## config.mk

```make
export PLATFORM = sky130hd
export DESIGN_NAME = radix5_input_loader
export DESIGN_NICKNAME = d
export VERILOG_FILES = /design/src/rtl/radix5_input_loader.sv
export SDC_FILE = /design/constraint.sdc
export NUM_CORES = 1
export LEC_CHECK = 0
export BUFFER_PORTS_ARGS = -buffer_cell sky130_fd_sc_hd__buf_2
export CAP_MARGIN = 20
export CORE_ASPECT_RATIO = 1.75
export CORE_UTILIZATION = 40
export DETAILED_ROUTE_END_ITERATION = 16
export GPL_ROUTABILITY_DRIVEN = 0
export PLACE_DENSITY = 0.68
export SLEW_MARGIN = 25
export SYNTH_ARGS = -nofsm -noshare
export SYNTH_HDL_FRONTEND = slang
export SYNTH_SLANG_ARGS = --single-unit
```

## constraint.sdc

```tcl
create_clock -name clk -period 1.8 [get_ports clk]
set_input_delay 0.09 -clock clk [delete_from_list [all_inputs] [get_ports clk]]
set_output_delay 0.09 -clock clk [all_outputs]
set_load 0.01 [all_outputs]
```

## src/rtl/radix5_input_loader.sv

```systemverilog
// Serial-to-parallel loader: groups five accepted complex samples into one frame (points a..e)
// for the first radix-5 butterfly. Define RADIX5_DOUBLE_BUF_EN for separate collect/output banks.
module radix5_input_loader #(
    parameter int DW = 32
) (
    input  logic          clk,
    input  logic          rst_n,
    input  logic          in_valid,
    output logic          in_ready,
    input  logic          in_sop,
    input  logic [DW-1:0] in_re,
    input  logic [DW-1:0] in_img,
    output logic          out_valid,
    input  logic          out_ready,
    output logic [DW-1:0] a_re,
    output logic [DW-1:0] a_img,
    output logic [DW-1:0] b_re,
    output logic [DW-1:0] b_img,
    output logic [DW-1:0] c_re,
    output logic [DW-1:0] c_img,
    output logic [DW-1:0] d_re,
    output logic [DW-1:0] d_img,
    output logic [DW-1:0] e_re,
    output logic [DW-1:0] e_img,
    output logic          frame_err
);
    localparam logic [2:0] LAST_IDX = 3'd4;

    logic [2:0]    idx_q, idx_d;
    logic          in_ready_q, in_ready_d;
    logic          out_valid_q, out_valid_d;
    logic          frame_err_q, frame_err_d;
    logic [DW-1:0] col_re_q [5];
    logic [DW-1:0] col_im_q [5];
    logic          accept, restart, frame_done;
    logic [2:0]    slot;

    assign accept     = in_valid && in_ready_q;
    assign restart    = accept && in_sop;
    assign frame_done = accept && !in_sop && (idx_q == LAST_IDX);
    assign slot       = in_sop ? 3'd0 : idx_q;

    always_comb begin
        // NOTE: default assignment first so every path drives idx_d and no latch is inferred.
        idx_d = idx_q;
        if (restart) begin
            idx_d = 3'd1;
        end else if (accept) begin
            idx_d = (idx_q == LAST_IDX) ? 3'd0 : idx_q + 3'd1;
        end
    end

    // A restart with a partially filled frame discards it and latches the error.
    assign frame_err_d = frame_err_q || (restart && (idx_q != 3'd0));

    always_ff @(posedge clk or negedge rst_n) begin
        if (!rst_n) begin
            idx_q       <= 3'd0;
            in_ready_q  <= 1'b1;
            out_valid_q <= 1'b0;
            frame_err_q <= 1'b0;
        end else begin
            // NOTE: non-blocking assignments so every register samples pre-edge values.
            idx_q       <= idx_d;
            in_ready_q  <= in_ready_d;
            out_valid_q <= out_valid_d;
            frame_err_q <= frame_err_d;
        end
    end

    always_ff @(posedge clk or negedge rst_n) begin
        if (!rst_n) begin
            // NOTE: this bank is reset on purpose; it may drive a..e, which must read zero after reset.
            for (int i = 0; i < 5; i++) begin
                col_re_q[i] <= '0;
                col_im_q[i] <= '0;
            end
        end else if (accept) begin
            for (int i = 0; i < 5; i++) begin
                if (slot == 3'(i)) begin
                    col_re_q[i] <= in_re;
                    col_im_q[i] <= in_img;
                end
            end
        end
    end

`ifdef RADIX5_DOUBLE_BUF_EN
    typedef enum logic {COLLECT, PEND} state_e;

    state_e        state_q, state_d;
    logic          out_free, load_direct, load_pend;
    logic [DW-1:0] out_re_q [5];
    logic [DW-1:0] out_im_q [5];

    assign out_free = !out_valid_q || out_ready;

    always_ff @(posedge clk or negedge rst_n) begin
        if (!rst_n) begin
            state_q <= COLLECT;
        end else begin
            state_q <= state_d;
        end
    end

    always_comb begin
        state_d = state_q;
        unique case (state_q)
            COLLECT: if (frame_done && !out_free) state_d = PEND;
            PEND:    if (out_valid_q && out_ready) state_d = COLLECT;
        endcase
    end

    always_comb begin
        load_direct = (state_q == COLLECT) && frame_done && out_free;
        load_pend   = (state_q == PEND) && out_valid_q && out_ready;
        in_ready_d  = (state_d == COLLECT);
        out_valid_d = load_direct || load_pend || (out_valid_q && !out_ready);
    end

    // A direct load takes point e straight from the input, since its slot is written this same edge.
    always_ff @(posedge clk or negedge rst_n) begin
        if (!rst_n) begin
            for (int i = 0; i < 5; i++) begin
                out_re_q[i] <= '0;
                out_im_q[i] <= '0;
            end
        end else if (load_direct) begin
            for (int i = 0; i < 4; i++) begin
                out_re_q[i] <= col_re_q[i];
                out_im_q[i] <= col_im_q[i];
            end
            out_re_q[4] <= in_re;
            out_im_q[4] <= in_img;
        end else if (load_pend) begin
            for (int i = 0; i < 5; i++) begin
                out_re_q[i] <= col_re_q[i];
                out_im_q[i] <= col_im_q[i];
            end
        end
    end

    assign a_re  = out_re_q[0];
    assign a_img = out_im_q[0];
    assign b_re  = out_re_q[1];
    assign b_img = out_im_q[1];
    assign c_re  = out_re_q[2];
    assign c_img = out_im_q[2];
    assign d_re  = out_re_q[3];
    assign d_img = out_im_q[3];
    assign e_re  = out_re_q[4];
    assign e_img = out_im_q[4];
`else
    // The collect bank is the output; input stalls while a frame is presented.
    assign out_valid_d = frame_done || (out_valid_q && !out_ready);
    assign in_ready_d  = !out_valid_d;

    assign a_re  = col_re_q[0];
    assign a_img = col_im_q[0];
    assign b_re  = col_re_q[1];
    assign b_img = col_im_q[1];
    assign c_re  = col_re_q[2];
    assign c_img = col_im_q[2];
    assign d_re  = col_re_q[3];
    assign d_img = col_im_q[3];
    assign e_re  = col_re_q[4];
    assign e_img = col_im_q[4];
`endif

    assign in_ready  = in_ready_q;
    assign out_valid = out_valid_q;
    assign frame_err = frame_err_q;

endmodule

```

==> results_dict.tcl, run 1 <==
set metrics [dict create \
    cp.arrival_ps 2320 \
    drive_above_1_share_pct 65.99 \
    grt_pass1_vias 8682 \
    p_leak_nw 8.560 \
    grt_first_pass_wirelength_mm 49.82 \
    hpwl_mm 22.76 \
    vdd_drop_max_v 0.001012 \
    cts_buffers 29 \
    globalRouteOverflowTotal 0 \
    synth.most_common_cell "dfrtp_1" \
    setup_violations 37 \
    wire_per_inst_um 20.93 \
    netlist.area_leader.share_pct 65.92 \
    io_buffers 391 \
    startpoint_type "register" \
    cp_slowest_stage_delay_ps 530 \
    initial_core_util_pct 40.90 \
    clk_pin_slew_ps 70 \
    antenna_found_initial 0 \
    max-cap-violations 0 \
    ys_seq_area_share_pct 66.13 \
    finalInstanceArea_sq_um 17080 \
    status "finished with violations" \
    placed_area_sq_um 14960 \
    yosys-top-cells-area "dfrtp_1, mux2_2, buf_6" \
    postSynth.asyncResetShare_pct 100.0 \
    cp_common_cell "buf_6" \
    clk_latency_ps 560 \
    rsz0062_at_grt "yes" \
    path_max_fanout 5 \
    drt-pass1-iter-count 4 \
    track_usage_pct 20.75 \
    grt_max_degree 58 \
    fin_crit_ps 1888 \
    synth_enable_flop_cells 0 \
    area_growth_pct 38.43 \
    synth_fp_nets 778 \
    cts_tree "built" \
    synth_area_sq_um 12340 \
    whs_ps 49.30 \
    final_max_slew_viol_count 0 \
    synthTopCellsByCount "dfrtp_1, mux2_2, buf_6, mux2_1, buf_2" \
    ys.flop_type "dfrtp_1" \
    clockBufferDepth 3 \
    ys_warn_count 0 \
    cts-root-buf "clkbuf_16" \
    io_pins 392 \
    clock-sinks 326 \
    max-slew-margin-rel_pct 63.28 \
    endpoint_kind "register" \
    setup_tns_ps -1647 \
    pre_cts_ws_ps -110.4 \
    synth.distinct_cells 29 \
    via_per_inst 4.973 \
    slowest_stage "dfstp_2" \
    finalClockSkew_ps 16.81 \
    syn_area_per_cell_sq_um 17.45 \
    powerDensity_nw_per_um2 1655 \
    vias 8067 \
    diodes 0 \
    drt-total-wl_mm 33.95 \
    rows 84 \
    hold_path.class "input port to register" \
    violations "negative setup slack" \
    yosys.area.top_type "dfrtp_1" \
    setup_slack_ps -88.14 \
    htreeDepth 1 \
    period_share_pct 104.9 \
    drc 0 \
    drt_iter0_drc 195 \
    ys_ff_latch 326 \
    worstMarginPinSlew_ps 550.8 \
    die_area_sq_um 31580 \
    synthCells 707 \
    required_ps 2230 \
    critPathKind "register to register" \
    die_x_um 134.8 \
    placeableCoreArea_sq_um 30160 \
    hold_viol 0 \
    path_delay_family "flip-flops" \
    final_antenna_net_count 0 \
    crit_buf_inv 4 \
    die_h_um 234.3 \
    fmax_mhz 529.6 \
    crit_chain "and3b_1, nor4b_4, buf_4, buf_12, buf_6, buf_6, mux2_4" \
    nets 1285 \
]
## logic make-up (layout without fill, tap and decap cells)
| kind of cell | after synthesis | count (layout) | share of synthesized area [%] |
|---|---|---|---|
| AO/OA/AOI/OAI | 9 | 9 | 0.4665 |
| adder cells (fa/ha/maj) | 2 | 2 | 0.2028 |
| buffers and inverters | 38 | 566 | 2.860 |
| flip-flops | 326 | 326 | 66.13 |
| multiplexers | 320 | 320 | 29.30 |
| AND/OR/NAND/NOR | 12 | 12 | 1.044 |
## routing by layer
metal  track usage, %  vias up  routed length (um)
li1                 -     3521                   -
met1            22.44     4182               12270
met2            38.31      284               18450
met3            3.329       80                1545
met4            11.27        0                1693
met5                0        -                   0
## through the flow
stage / util [%] / instances / power, W
after global placement: 49.58 / 1490 / 0.02117
after global routing: 56.62 / 1622 / 0.02975
after floorplan: - / 707 / 0.01666
final: 56.62 / 1622 / 0.02826
after CTS: 55.66 / 1615 / 0.02823
after detailed placement: 49.58 / 1490 / 0.02149
## worst paths after layout
kind / slack, ps / endpoint / startpoint / cells after the start
max: -90 / d_img[16] / in_ready / 7
min: 50 / in_ready / in_valid / 3
max reg2reg: -90 / d_img[16] / in_ready / 7
min reg2reg: 450 / in_ready / out_valid / 1
max in group asynchronous: 960 / b_re[15] / rst_n / 4
min in group asynchronous: 70 / a_img[22] / rst_n / 2
## layout make-up
cell class | instances | area [sq um]
clock inverter | 15 | 161.4
timing repair buffer | 509 | 3400
inverter | 5 | 18.77
sequential | 326 | 8159
fill | 2395 | 13080
tap | 387 | 484.2
multi-input combinational | 343 | 4051
clock buffer | 37 | 805.8
## tightest hold or removal path, delay by kind of cell
kind            cells  cell delay [ps]
compound gates      1              140
simple gates        1              270
buf+inv             1              100
## state kept, by name (all words and copies together) (netlist names), 3 cells and up
name   flops
a_img     32
a_re      32
b_img     32
b_re      32
c_img     32
c_re      32
d_img     32
d_re      32
e_img     32
e_re      32
idx_q      3
## layout by cell type (no fill, tap or decap), types with 4 or more instances in the layout
cell type and n:
clkinv_2 9, dlygate4sd3_1 67, mux2_2 256, buf_12 20
clkbuf_16 33, mux2_1 5, clkbuf_8 5, buf_4 21
inv_1 4, buf_2 390, mux2_4 59, dfrtp_1 325
## where the power goes
group / internal, W / switching, W
registers: 0.0104 / 0.00157
logic: 0.00517 / 0.00476
clock network: 0.00359 / 0.00273
## repair_timing
action	CTS	global route
resized for setup	29	43
hold endpoints to repair	647	0
hold buffers	67	0
pin swaps	0	1
cloned	2	4
buffers inserted	5	3
setup endpoints to repair	60	70
Note: power is estimated with default switching activity, not from simulation.
==> run 2, diff against run 1 <==
--- a/config.mk
+++ b/config.mk
@@ -5,6 +5,7 @@
 export SDC_FILE = /design/constraint.sdc
 export NUM_CORES = 1
 export LEC_CHECK = 0
+export ABC_AREA = 1
 export BUFFER_PORTS_ARGS = -buffer_cell sky130_fd_sc_hd__buf_2
 export CAP_MARGIN = 20
 export CORE_ASPECT_RATIO = 1.75
@@ -12,6 +13,7 @@
 export DETAILED_ROUTE_END_ITERATION = 16
 export GPL_ROUTABILITY_DRIVEN = 0
 export PLACE_DENSITY = 0.68
+export SKIP_CTS_REPAIR_TIMING = 1
 export SLEW_MARGIN = 25
 export SYNTH_ARGS = -nofsm -noshare
 export SYNTH_HDL_FRONTEND = slang
==> run 2 against run 1 <==
Die area is 4.2% higher; largest cell class unchanged; the flow finishes with violations (negative hold slack); clock skew is 7.9 ps higher; sequential cell count stayed put; clock-buffer cell count is 7 higher.
==> results_dict.tcl, run 2 <==
set metrics [dict create \
    setup_tns_ps 0 \
    grt_pass1_vias 10960 \
    synthTopCellsByCount "nand2_1, dfrtp_1, nand3_1, buf_2, inv_1" \
    drive_above_1_share_pct 26.25 \
    clk_pin_slew_ps 70 \
    hpwl_mm 29.00 \
    multi_input_area_sq_um 4252 \
    clk_latency_ps 570 \
    required_ps 2310 \
    synth_enable_flop_cells 0 \
    critical_path_depth 6 \
    whs_ps -6.122 \
    path_max_fanout 49 \
    crit_chain "nand2_2, nor2_4, buf_4, buf_12, nand3_1, nand2_1" \
    via_per_inst 5.208 \
    yosys.area.top_type "dfrtp_1" \
    fillers 2890 \
    clock-sinks 326 \
    io_pins 392 \
    fmax_mhz 597.0 \
    placed_area_sq_um 15390 \
    area_growth_pct 32.80 \
    die_h_um 239.2 \
    placeableCoreArea_sq_um 31530 \
    clockBufferDepth 3 \
    final_antenna_net_count 0 \
    yosys-top-cells-area "dfrtp_1, nand2_1, nand3_1" \
    synthCells 1427 \
    ys_warn_count 0 \
    vdd_drop_max_v 0.001079 \
    powerDensity_nw_per_um2 1628 \
    slowest_stage "dfstp_2" \
    reg2regPathDepth 6 \
    ys_seq_area_share_pct 63.43 \
    setup_violations 0 \
    wire_per_inst_um 19.75 \
    drc 0 \
    ys.flop_type "dfrtp_1" \
    seq_area_sq_um 8159 \
    finalClockSkew_ps 24.75 \
    critPathKind "register to register" \
    hold_path.class "input port to register" \
    drt-total-wl_mm 44.92 \
    p_total_w 0.02781 \
    max-slew-margin-rel_pct 66.04 \
    syn_area_per_cell_sq_um 9.014 \
    worstMarginPinSlew_ps 509.3 \
    netlist.area_leader.share_pct 63.23 \
    htreeDepth 1 \
    crit_buf_inv 2 \
    finalInstanceArea_sq_um 17080 \
    rsz0062_at_grt "no" \
    min_path_cells 4 \
    die_x_um 137.6 \
    die_area_sq_um 32910 \
    synth.distinct_cells 18 \
    post-route-util_pct 54.18 \
    nets 1926 \
    grt_first_pass_wirelength_mm 65.18 \
    cp_slowest_stage_delay_ps 540 \
    final_cell_mix "nand2_1, buf_2, dfrtp_1" \
    synth_area_sq_um 12860 \
    track_usage_pct 26.24 \
    vias 11840 \
    synth_fp_nets 1498 \
    cts_buffers 30 \
    globalRouteOverflowTotal 0 \
    grt_max_degree 80 \
    p_leak_nw 9.723 \
    ys_ff_latch 326 \
    diodes 0 \
    max-cap-violations 0 \
    final_common_cell "nand2_1" \
    cts_tree "built" \
    endpoint_kind "register" \
    cts-root-buf "clkbuf_16" \
    rows 86 \
    drt-pass1-iter-count 6 \
    cp.arrival_ps 2180 \
    initial_core_util_pct 40.80 \
    postSynth.asyncResetShare_pct 100.0 \
    startpoint_type "register" \
    status "finished with violations" \
    violations "negative hold slack" \
    antenna_found_initial 0 \
    synth.most_common_cell "nand2_1" \
    path_delay_family "simple AND/OR/NAND/NOR gates" \
    period_share_pct 93.06 \
    io_buffers 391 \
    final_max_slew_viol_count 0 \
    drt_iter0_drc 928 \
    hold_viol 1 \
    fin_crit_ps 1675 \
]
-- run 2: changes by cell type after synthesis, moves of 3 or more --
cell / change
mux2_4: -3
nand2_1: +657
nand3_1: +321
buf_2: +92
nor2_2: +3
mux2_1: -12
mux2_2: -305
clkbuf_8: -3
buf_6: -23
-- run 2: cells by family after synthesis --
logic type | after synthesis | synth area share [%]
AND/OR/NAND/NOR | 984 | 31.92
flip-flops | 326 | 63.43
buffers and inverters | 107 | 4.076
AO/OA/AOI/OAI | 7 | 0.3112
adder cells (fa/ha/maj) | 2 | 0.1945
XOR/XNOR | 1 | 0.06811
-- run 2: power by group --
group / internal [W] / switching (W) / leakage (nW)
sequential: 0.0103 / 0.00170 / 4.13
combinational: 0.00355 / 0.00588 / 5.11
clock: 0.00356 / 0.00282 / 0.481
-- run 2: layer usage --
| metal | global-route usage [%] | share of wire (%) |
|---|---|---|
| met5 | 0 | 0 |
| met4 | 15.55 | 5.7 |
| met3 | 3.873 | 6.9 |
| met2 | 42.62 | 50 |
| met1 | 32.79 | 37 |
-- run 2: worst reg2reg max path, cell delays in order, from the launching register on --
cell     delay (ps)
dfstp_2         540
nand2_2         180
nor2_4          240
buf_4           160
buf_12          220
nand3_1         180
nand2_1         110
-- run 2: worst paths after layout --
kind | startpoint | endpoint | slack [ps]
max | in_ready | d_re[8] | 120
max reg2reg | in_ready | d_re[8] | 120
max in group asynchronous | rst_n | d_img[30] | 1040
min | in_valid | idx_q[2] | -6
min reg2reg | e_re[6] | e_re[6] | 460
min in group asynchronous | rst_n | d_re[25] | 50
-- run 2: metrics by stage --
| stage | setup slack [ps] | instances |
|---|---|---|
| 2_1_floorplan | 378.2 | 1427 |
| 3_3_place_gp | 213.4 | 2149 |
| 3_5_place_dp | 136.9 | 2149 |
| 4_1_cts | 123.2 | 2204 |
| 5_1_grt | 3.990 | 2274 |
| 6_report | 125.0 | 2274 |
-- run 2: layout make-up --
cell class	count	area share (%)
flip-flops and latches	326	47.77
inverters	6	0.1318
multi-input cells	994	24.89
well taps	396	2.901
clock buffers	44	5.179
repair buffers	497	18.58
clock inverters	11	0.5567
